[src/rtl/digihouse_pkg.sv]
// Shared DigiHouse constants, help-call FSM state type and frame byte helper.
package digihouse_pkg;

  localparam logic [7:0] SYNC_BYTE        = 8'hA5;
  localparam logic [7:0] EVT_PANIC        = 8'h01;
  localparam logic [7:0] EVT_PANIC_DANGER = 8'h02;

  typedef enum logic [2:0] {
    ST_IDLE,
    ST_SEND,
    ST_WAIT_ACK,
    ST_DONE,
    ST_FAIL
  } help_state_t;

  // Byte idx of a help-call frame: sync, house, event code, xor checksum.
  function automatic logic [7:0] frame_byte(input logic [1:0] idx,
                                            input logic [7:0] house_id,
                                            input logic [7:0] code);
    case (idx)
      2'd0:    return SYNC_BYTE;
      2'd1:    return house_id;
      2'd2:    return code;
      default: return SYNC_BYTE ^ house_id ^ code;
    endcase
  endfunction

endpackage

[src/rtl/help_call_tx_if.sv]
// Controller-side signals of the help-call transmitter.
interface help_call_tx_if;
  logic call_help;
  logic danger_sense;
  logic ack_pulse;
  logic tx;
  logic busy;
  logic call_sent;
  logic call_failed;

  modport master (
    output call_help, danger_sense, ack_pulse,
    input  tx, busy, call_sent, call_failed
  );

  modport slave (
    input  call_help, danger_sense, ack_pulse,
    output tx, busy, call_sent, call_failed
  );
endinterface

[src/rtl/uart_tx_byte.sv]
// 8N1 UART byte serialiser; done marks the last stop-bit cycle so a new
// start can be accepted on that same cycle with no idle gap.
module uart_tx_byte #(
  parameter int unsigned CLKS_PER_BIT = 434
) (
  input  logic       clk,
  input  logic       reset_n,
  input  logic       start,
  input  logic [7:0] data_in,
  output logic       busy,
  output logic       done,
  output logic       tx
);

  localparam int unsigned CW = (CLKS_PER_BIT > 1) ? $clog2(CLKS_PER_BIT) : 1;
  localparam logic [CW-1:0] C_LAST = CW'(CLKS_PER_BIT - 1);

  logic [CW-1:0] r_cnt;
  logic [3:0]    r_idx;
  logic [8:0]    r_frame;
  logic          r_busy;
  logic          r_tx;
  logic          w_last;

  assign w_last = r_busy && (r_cnt == C_LAST) && (r_idx == 4'd9);
  assign busy   = r_busy;
  assign done   = w_last;
  assign tx     = r_tx;

  // r_idx 0 is the start bit; r_frame[k] is driven while r_idx == k+1.
  always_ff @(posedge clk) begin
    if (!reset_n) begin
      r_busy  <= 1'b0;
      r_tx    <= 1'b1;
      r_cnt   <= '0;
      r_idx   <= '0;
      r_frame <= '1;
    end else if (start && (!r_busy || w_last)) begin
      r_busy  <= 1'b1;
      r_frame <= {1'b1, data_in};
      r_tx    <= 1'b0;
      r_cnt   <= '0;
      r_idx   <= '0;
    end else if (r_busy) begin
      if (r_cnt == C_LAST) begin
        r_cnt <= '0;
        if (r_idx == 4'd9) begin
          r_busy <= 1'b0;
          r_tx   <= 1'b1;
        end else begin
          r_idx <= r_idx + 4'd1;
          r_tx  <= r_frame[r_idx];
        end
      end else begin
        r_cnt <= r_cnt + CW'(1);
      end
    end
  end

endmodule

[src/rtl/help_call_tx.sv]
// Emergency help-call sender: frames A5/house/code/checksum over UART,
// waits for an ack and retries a bounded number of times.
module help_call_tx
  import digihouse_pkg::*;
#(
  parameter int unsigned CLKS_PER_BIT     = 434,
  parameter logic [7:0]  HOUSE_ID         = 8'h01,
  parameter int unsigned ACK_TIMEOUT_CLKS = 50_000_000,
  parameter int unsigned MAX_RETRIES      = 3
) (
  input  logic           clk,
  input  logic           reset_n,
  help_call_tx_if.slave  bus
);

  localparam int unsigned TO_W = (ACK_TIMEOUT_CLKS > 1) ? $clog2(ACK_TIMEOUT_CLKS) : 1;
  localparam int unsigned RT_W = ($clog2(MAX_RETRIES + 1) > 2) ? $clog2(MAX_RETRIES + 1) : 2;
  localparam logic [TO_W-1:0] TO_LAST = TO_W'(ACK_TIMEOUT_CLKS - 1);
  localparam logic [RT_W-1:0] RT_MAX  = RT_W'(MAX_RETRIES);

  help_state_t     r_state, w_state_nxt;
  logic            r_call_d;
  logic            r_armed;
  logic [7:0]      r_code, w_code_nxt;
  logic [1:0]      r_byte_idx, w_byte_idx_nxt;
  logic [RT_W-1:0] r_retry, w_retry_nxt;
  logic [TO_W-1:0] r_to, w_to_nxt;
  logic            r_drop, w_drop_nxt;

  logic            w_trigger;
  logic            w_start;
  logic [7:0]      w_data;
  logic            w_uart_busy;
  logic            w_uart_done;
  logic            w_uart_tx;

  // r_armed blocks a level already high at reset release from counting as an edge.
  assign w_trigger = bus.call_help && !r_call_d && r_armed && !w_uart_busy;

  always_ff @(posedge clk) begin
    if (!reset_n) begin
      r_state    <= ST_IDLE;
      r_call_d   <= 1'b0;
      r_armed    <= 1'b0;
      r_code     <= '0;
      r_byte_idx <= '0;
      r_retry    <= '0;
      r_to       <= '0;
      r_drop     <= 1'b0;
    end else begin
      r_state    <= w_state_nxt;
      r_call_d   <= bus.call_help;
      r_armed    <= r_armed | ~bus.call_help;
      r_code     <= w_code_nxt;
      r_byte_idx <= w_byte_idx_nxt;
      r_retry    <= w_retry_nxt;
      r_to       <= w_to_nxt;
      r_drop     <= w_drop_nxt;
    end
  end

  always_comb begin
    w_state_nxt    = r_state;
    w_start        = 1'b0;
    w_code_nxt     = r_code;
    w_byte_idx_nxt = r_byte_idx;
    w_retry_nxt    = r_retry;
    w_to_nxt       = r_to;
    w_drop_nxt     = r_drop;
    unique case (r_state)
      ST_IDLE: begin
        w_retry_nxt    = '0;
        w_to_nxt       = '0;
        w_byte_idx_nxt = '0;
        w_drop_nxt     = 1'b0;
        if (w_trigger) begin
          w_state_nxt = ST_SEND;
          w_start     = 1'b1;
          w_code_nxt  = bus.danger_sense ? EVT_PANIC_DANGER : EVT_PANIC;
        end
      end
      ST_SEND: begin
        // A cancel seen mid-frame is remembered so the frame still completes.
        if (!bus.call_help) w_drop_nxt = 1'b1;
        if (w_uart_done) begin
          if (r_byte_idx == 2'd3) begin
            w_to_nxt    = '0;
            w_state_nxt = (r_drop || !bus.call_help) ? ST_IDLE : ST_WAIT_ACK;
          end else begin
            w_byte_idx_nxt = r_byte_idx + 2'd1;
            w_start        = 1'b1;
          end
        end
      end
      ST_WAIT_ACK: begin
        if (!bus.call_help) begin
          w_state_nxt = ST_IDLE;
        end else if (bus.ack_pulse) begin
          w_state_nxt = ST_DONE;
        end else if (r_to == TO_LAST) begin
          if (r_retry < RT_MAX) begin
            w_retry_nxt    = r_retry + RT_W'(1);
            w_byte_idx_nxt = '0;
            w_start        = 1'b1;
            w_state_nxt    = ST_SEND;
          end else begin
            w_state_nxt = ST_FAIL;
          end
        end else begin
          w_to_nxt = r_to + TO_W'(1);
        end
      end
      ST_DONE, ST_FAIL: begin
        if (!bus.call_help) w_state_nxt = ST_IDLE;
      end
      default: w_state_nxt = ST_IDLE;
    endcase
    w_data = frame_byte(w_byte_idx_nxt, HOUSE_ID, w_code_nxt);
  end

  uart_tx_byte #(
    .CLKS_PER_BIT(CLKS_PER_BIT)
  ) u_uart (
    .clk    (clk),
    .reset_n(reset_n),
    .start  (w_start),
    .data_in(w_data),
    .busy   (w_uart_busy),
    .done   (w_uart_done),
    .tx     (w_uart_tx)
  );

  assign bus.tx          = w_uart_tx;
  assign bus.busy        = (r_state != ST_IDLE);
  assign bus.call_sent   = (r_state == ST_DONE) && bus.call_help;
  assign bus.call_failed = (r_state == ST_FAIL) && bus.call_help;

endmodule
[src/flat_wrapper.sv]
// flat-port wrapper written by rule: the top's interface ports become plain ports
module help_call_tx_flat import digihouse_pkg::*;
#(
  parameter int unsigned CLKS_PER_BIT     = 434,
  parameter logic [7:0]  HOUSE_ID         = 8'h01,
  parameter int unsigned ACK_TIMEOUT_CLKS = 50_000_000,
  parameter int unsigned MAX_RETRIES      = 3
)
  (clk, reset_n, bus_call_help, bus_danger_sense, bus_ack_pulse, bus_tx, bus_busy, bus_call_sent, bus_call_failed);
  help_call_tx_if bus_i ();
  input  logic clk;
  input  logic reset_n;
  input wire logic [$bits(bus_i.call_help)-1:0] bus_call_help;
  input wire logic [$bits(bus_i.danger_sense)-1:0] bus_danger_sense;
  input wire logic [$bits(bus_i.ack_pulse)-1:0] bus_ack_pulse;
  output wire logic [$bits(bus_i.tx)-1:0] bus_tx;
  output wire logic [$bits(bus_i.busy)-1:0] bus_busy;
  output wire logic [$bits(bus_i.call_sent)-1:0] bus_call_sent;
  output wire logic [$bits(bus_i.call_failed)-1:0] bus_call_failed;
  assign bus_i.call_help = bus_call_help;
  assign bus_i.danger_sense = bus_danger_sense;
  assign bus_i.ack_pulse = bus_ack_pulse;
  assign bus_tx = bus_i.tx;
  assign bus_busy = bus_i.busy;
  assign bus_call_sent = bus_i.call_sent;
  assign bus_call_failed = bus_i.call_failed;
  help_call_tx #(.CLKS_PER_BIT(CLKS_PER_BIT), .HOUSE_ID(HOUSE_ID), .ACK_TIMEOUT_CLKS(ACK_TIMEOUT_CLKS), .MAX_RETRIES(MAX_RETRIES)) u_core (.clk(clk), .reset_n(reset_n), .bus(bus_i));
endmodule
[config.mk]
export PLATFORM = sky130hd
export DESIGN_NAME = help_call_tx_flat
export DESIGN_NICKNAME = d
export VERILOG_FILES = /design/src/rtl/digihouse_pkg.sv /design/src/rtl/help_call_tx_if.sv /design/src/rtl/uart_tx_byte.sv /design/src/rtl/help_call_tx.sv /design/src/flat_wrapper.sv
export SDC_FILE = /design/constraint.sdc
export NUM_CORES = 1
export LEC_CHECK = 0
export ABC_AREA = 1
export BUFFER_PORTS_ARGS = -buffer_cell sky130_fd_sc_hd__buf_2
export CORE_MARGIN = 2
export CORE_UTILIZATION = 48
export CTS_CLUSTER_SIZE = 16
export DETAILED_ROUTE_END_ITERATION = 7
export GPL_ROUTABILITY_DRIVEN = 1
export PLACE_DENSITY_LB_ADDON = 0.08
export SLEW_MARGIN = 20
export SYNTH_ARGS = -nofsm -noshare
export SYNTH_HDL_FRONTEND = slang
export SYNTH_SLANG_ARGS = --single-unit
[constraint.sdc]
create_clock -name clk -period 1.74 [get_ports clk]
set_input_delay 0.348 -clock clk [delete_from_list [all_inputs] [get_ports clk]]
set_output_delay 0.348 -clock clk [all_outputs]
set_load 0.02 [all_outputs]
Word level (Yosys, flattened, before mapping)

Cells that the tools add are included.

Input port bits: 5
Flip-flop bits (word level): 67
Word-level logic and storage cells: 128
Output and inout bits: 4

Add/sub/neg operators: 5
Reductions and logical operators: 29
Bitwise gates (word level): 5
Equality and inequality tests: 21
Multiplexer cells: 53
Order comparisons: 2

Operator list:

| kind                                                                 | number |
|---|---|
| 26-bit 2-to-1 mux                                                    | 5 |
| 26-bit one-hot mux with 3 select lines                               | 1 |
| 26-bit by 1-bit adder with 26-bit output, second input constant      | 1 |
| 26-bit == test, second input constant                                | 1 |
| 2-bit 2-to-1 mux                                                     | 12 |
| 3-bit 2-to-1 mux                                                     | 8 |
| 8-bit one-hot mux with 3 select lines                                | 1 |
| 1-bit 2-to-1 mux                                                     | 17 |
| 8-bit 2-to-1 mux                                                     | 2 |
| 2-bit != test, second input constant                                 | 6 |
| 3-bit one-hot mux with 4 select lines                                | 1 |
| 5-bit AND reduction                                                  | 2 |
| 9-bit by 1-bit adder with 9-bit output, second input constant        | 1 |
| 9-bit == test, second input constant                                 | 1 |
| 9-bit 2-to-1 mux                                                     | 1 |
| 1-bit logical AND                                                    | 8 |
| 2-bit by 1-bit != test with 1-bit output, second input constant      | 4 |
| 2-bit nonzero test                                                   | 4 |
| 3-bit by 2-bit == test with 1-bit output, second input constant      | 2 |
| 2-bit one-hot mux with 3 select lines                                | 1 |
| 6-bit AND reduction                                                  | 1 |
| 3-bit nonzero test                                                   | 2 |
| 4-bit by 5-bit < comparator with 1-bit output, second input constant | 1 |
| 2-bit by 1-bit adder with 2-bit output, second input constant        | 2 |
| other kinds (22)                                                     | 30 |

Longest topological paths before layout

Depth after elaboration: 9
Depth in mapped cells: 14
Mapped depth without buffers: 13

Cells and area by module

From an unflattened synthesis, not the netlist that was laid out.

Cell total of the unflattened synthesis: 625
Area, all modules: 3975.1 um^2

Modules (own cells, without submodules):

| module       | sequential area each (um^2) | times used | cells an instance | area each (um^2) |
|---|---|---|---|---|
| help_call_tx | 880.8                       | 1          | 442               | 2642.5 |
| uart_tx_byte | 460.4                       | 1          | 183               | 1332.5 |

Worst setup path after synthesis

OpenSTA, ideal clock, no wires.

Path type: flip-flop to flip-flop
Start: reg u_core.r_to[0]
End: reg u_core.u_uart.r_cnt[4]
Buffers on the path: 1
Slack: -0.060 ns
Period minus slack after synthesis: 1.800 ns
Cell stages (with the launch flop): 14
Data arrival time: 1.679 ns
Data required time: 1.620 ns
Library setup time: 0.120 ns
Cell sequence: dfxtp_1 ha_1 nand3_2 nor2_4 nand2_2 nor2_1 nand2_1 nor2_2 nand2_1 nand2_1 nand2_2 nand2_1 buf_4 nor3_1

Longest elaborated chain between the ends: 7

Ends and longest elaborated chain:

| element                               | line                | text |
|---|---|---|
| start, declared                       | help_call_tx.sv:27  | `logic [TO_W-1:0] r_to, w_to_nxt;` |
| start signal, assigned                | help_call_tx.sv:57  | `r_to <= w_to_nxt;` |
| 26-bit == test                        | help_call_tx.sv:100 | `end else if (r_to == TO_LAST) begin` |
| 1-bit 2-to-1 mux                      | help_call_tx.sv:100 |  |
| 1-bit 2-to-1 mux                      | help_call_tx.sv:98  | `end else if (bus.ack_pulse) begin` |
| 1-bit 2-to-1 mux                      | help_call_tx.sv:96  | `if (!bus.call_help) begin` |
| 1-bit one-hot mux with 3 select lines | help_call_tx.sv:70  | `unique case (r_state)` |
| 1-bit logical AND                     | uart_tx_byte.sv:38  | `end else if (start && (!r_busy \|\| w_last)) begin` |
| 2-bit OR reduction (no line)          | n/a                 |  |
| end signal, assigned                  | uart_tx_byte.sv:55  | `r_cnt <= r_cnt + CW'(1);` |
| end, declared                         | uart_tx_byte.sv:18  | `logic [CW-1:0] r_cnt;` |

No other way between the ends.
A chain may end at the register's enable or synchronous reset.

Worst setup path in the final report

Start: reg u_core.u_uart.r_cnt[1]
End: reg u_core.r_to[7]

Longest elaborated chain between the ends: 5

Ends and longest elaborated chain:

| element                        | line               | text |
|---|---|---|
| 9-bit == test                  | uart_tx_byte.sv:25 | `assign w_last = r_busy && (r_cnt == C_LAST) && (r_idx == 4'd9);` |
| 1-bit logical AND (2 in a row) | uart_tx_byte.sv:25 |  |
| 2-bit != test (no line)        | n/a                |  |
| 6-bit AND reduction (no line)  | n/a                |  |

No other way between the ends.

==> flow_summary.yaml <==
status:
  outcome: "finished with violations"
  failing_checks: "negative setup slack"
floorplan:
  core.rowCount: 32
  initial_core_util: 0.493
  fp.dieW_um: 92.6
  design.core.area_um2: 7650
  boundaryPins: 9
  die_height_um: 92.6
  die_area_um2: 8570
drt:
  drc: 0
  maxUsedRoutingLayer: "met4"
  drtPass1Iterations: 7
  routed_via_density: 5.30
  wl_met3_um: 612
  ant_nets: 0
  wl_met1_um: 4920
  wl_per_cell_um: 13.9
  routed_via_count: 4064
  drt_iter0_drc: 304
  wl_um: 10700
  met2RoutedLength_um: 4880
grt:
  grt_pass1_wl_um: 16700
  antenna_violations_before_repair: 0
  overall_global_routing_resource_usage: 0.240
  globalRoute.totalOverflow: 0
  first_global_vias: 3693
  grt_start_max_net_pins: 38
sta:
  finalWorstSetupSlack_ns: -0.0820
  timing_worst_slew_pin_value_ns: 0.703
  rsz0062_at_grt: "true"
  fmaxAchievable_mhz: 549
  max-slew-margin-rel: 0.530
  report.final.slew_viol_count: 0
  final_critical_path_share_of_the_clock_period: 1.05
  final_hold_viol_count: 0
  timing.final.setup_violations: 43
  layout_min_cycle_time_ns: 1.82
  skew_ns: 0.0115
  setup-tns-final_ns: -1.15
run:
  cap_viol_max_count: 0
critical_path:
  worst_r2r_path_cells: 12
  end_kind: "flip-flop"
  reg2reg_from: "u_core.u_uart.r_cnt[1]"
  setup.worst_path.start_class: "flip-flop"
  worstSetupPathType: "reg -> reg"
  worstPathRequired_ns: 2.01
  critical_path_arrival_ns: 2.10
  timing.critical_path.from: "u_core.u_uart.r_cnt[1]"
  path_max_fanout: 7
place:
  portBuffers: 8
  hpwlAfterDp_um: 7220
  postPlaceCellArea_um2: 4430
  routabilityCongestion: 0.936
synth:
  yosysSeqAreaShare: 0.356
  synth-adder-area-share: 0.0232
  netlist_area_pre_place_um2: 3770
  synth.distinct_cells: 38
  dominant_combinational_cell_family_by_area_after_synthesis: "simple AND/OR/NAND/NOR gates"
  synth_simple_gate_area_share: 0.390
  synth_instances: 576
  synth-compound-area-share: 0.113
  synth_fp_nets: 588
  ys_warn_count: 0
  synth_mux_area_frac: 0
  synth_xor_xnor_area_share: 0.0279
  syn_area_per_cell_um2: 6.54
  ys_ff_latch: 67
clocking:
  clock_path_buffers: 2
  cts-buffers-inserted: 9
  cts_num_sinks: 67
  cts_hold_buf: 0
  tritoncts: "yes"
  cts.clk_slew.worst_paths_ns: 0.08
  ctsRootBufferMaster: "clkbuf_8"
  insertion_delay_ns: 0.35
  max_h_tree_level: 3
finish:
  final_net_count: 672
  area_growth_syn_to_layout_pct: 34.9
  fin_area_um2: 5080
  antenna_cells_inserted: 0
  drive_above_1_share: 0.274
hold_path:
  timing.hold.worst_path_depth: 3
  min_path_type: "in -> reg"
  worst_hold_startpoint: "bus_call_help"
pwr:
  design_power_uw: 5410
  power.leakage_uw: 0.00213
  power.density_cell_area_nw_per_um2: 1060
  peakVddDrop_mv: 0.582
[through the flow]
step	hold WS, ns	setup WS [ns]	std cells	utilization
2_1_floorplan	0.420	0.0329	576	-
3_3_place_gp	0.429	-0.00894	742	0.580
3_5_place_dp	0.432	-0.0640	742	0.580
4_1_cts	0.239	-0.0614	759	0.619
5_1_grt	0.273	-0.236	767	0.665
6_report	0.248	-0.0820	767	0.665
[where the power goes]
part | switching [uW] | leakage [uW] | internal, uW | total [uW]
registers | 78.4 | 0.000545 | 1630 | 1710
logic | 1280 | 0.00148 | 993 | 2270
clock network | 627 | 0.000109 | 804 | 1430
total | 1980 | 0.00213 | 3420 | 5410
[final timing paths]
| path | to | slack (ns) |
|---|---|---|
| max reg2reg | u_core.r_to[7] | -0.08 |
| min | u_core.r_call_d | 0.25 |
| min reg2reg | u_core.r_code[6] | 0.44 |
| max | u_core.r_to[7] | -0.08 |
[flip-flops by register name (all words and copies together) (netlist names)]
register               count
u_core.r_code              8
u_core.r_drop              1
u_core.r_byte_idx          2
u_core.u_uart.r_cnt        9
u_core.r_call_d            1
u_core.r_retry             2
u_core.r_state             3
u_core.r_to               26
u_core.r_armed             1
u_core.u_uart.tx           1
u_core.u_uart.busy         1
u_core.u_uart.r_idx        4
u_core.u_uart.r_frame      8
[metal layers]
layer / GRT usage / vias to the layer above
li1: - / 2039
met1: 0.324 / 1872
met2: 0.392 / 126
met3: 0.0431 / 27
met4: 0.0709 / 0
met5: 0 / -
[worst max-delay path, stage by stage, from the launching register on]
cell and delay (ns):
dfxtp_2 0.33, inv_2 0.07, ha_4 0.13, nand3_4 0.07
nor2_4 0.15, nand3_4 0.12, nand2_4 0.11, nand2_4 0.05
nor2_4 0.20, buf_6 0.15, clkbuf_16 0.16, nand4_1 0.09
a21oi_1 0.13
[layout by cell type (no fill, tap or decap), types with 7 or more instances in the layout]
cell and n:
nor3_1 20, buf_6 7, o21ai_0 15, nand4_1 14
clkbuf_8 9, xor2_1 10, nand3_1 41, nand2_2 10
inv_2 7, nor2_4 7, inv_1 56, buf_4 64
a21oi_1 36, dfxtp_1 60, buf_2 8, nand2_1 131
a21oi_2 10, nand3_2 7, nor2_1 75
[synth_stat cells, drive strengths merged]
cell	number	area share
dfxtp	67	0.36
nor2	88	0.095
a21oi	46	0.062
a21boi	1	0.0020
xor2	10	0.023
ha	7	0.023
o211ai	3	0.0060
a21o	3	0.0060
nand4	14	0.023
nor3	25	0.035
a31oi	2	0.0033
and3	1	0.0017
buf	11	0.023
o21ai	22	0.031
nor3b	1	0.0020
nor4	1	0.0017
clkbuf	3	0.0030
inv	64	0.064
xnor2	2	0.0047
nand3	52	0.074
nand2	148	0.15
o31ai	1	0.0020
nand3b	2	0.0040
or2	1	0.0017
clkinv	1	0.0010
[what timing repair did]
item | in CTS | in global routing
setup buffers | 2 | 3
pin swaps | 7 | 19
cloned | 0 | 5
resized for setup | 21 | 65
endpoints found under the setup margin | 32 | 57
[layout make-up]
cell class / instances / area [um2]
clock buffers: 9 / 124
multi-input cells: 430 / 2370
inverters: 65 / 246
flip-flops and latches: 67 / 1350
fillers: 669 / 2560
clock inverters: 7 / 91.3
well taps: 102 / 128
repair buffers: 87 / 774
[cells by family (layout without fill, tap and decap cells)]
logic type	after synthesis	count (layout)
AO/OA/AOI/OAI	78	78
XOR/XNOR	12	12
adder cells (fa/ha/maj)	7	7
buffers and inverters	79	168
flip-flops	67	67
AND/OR/NAND/NOR	333	333
Power figures use the tool's default switching activity.
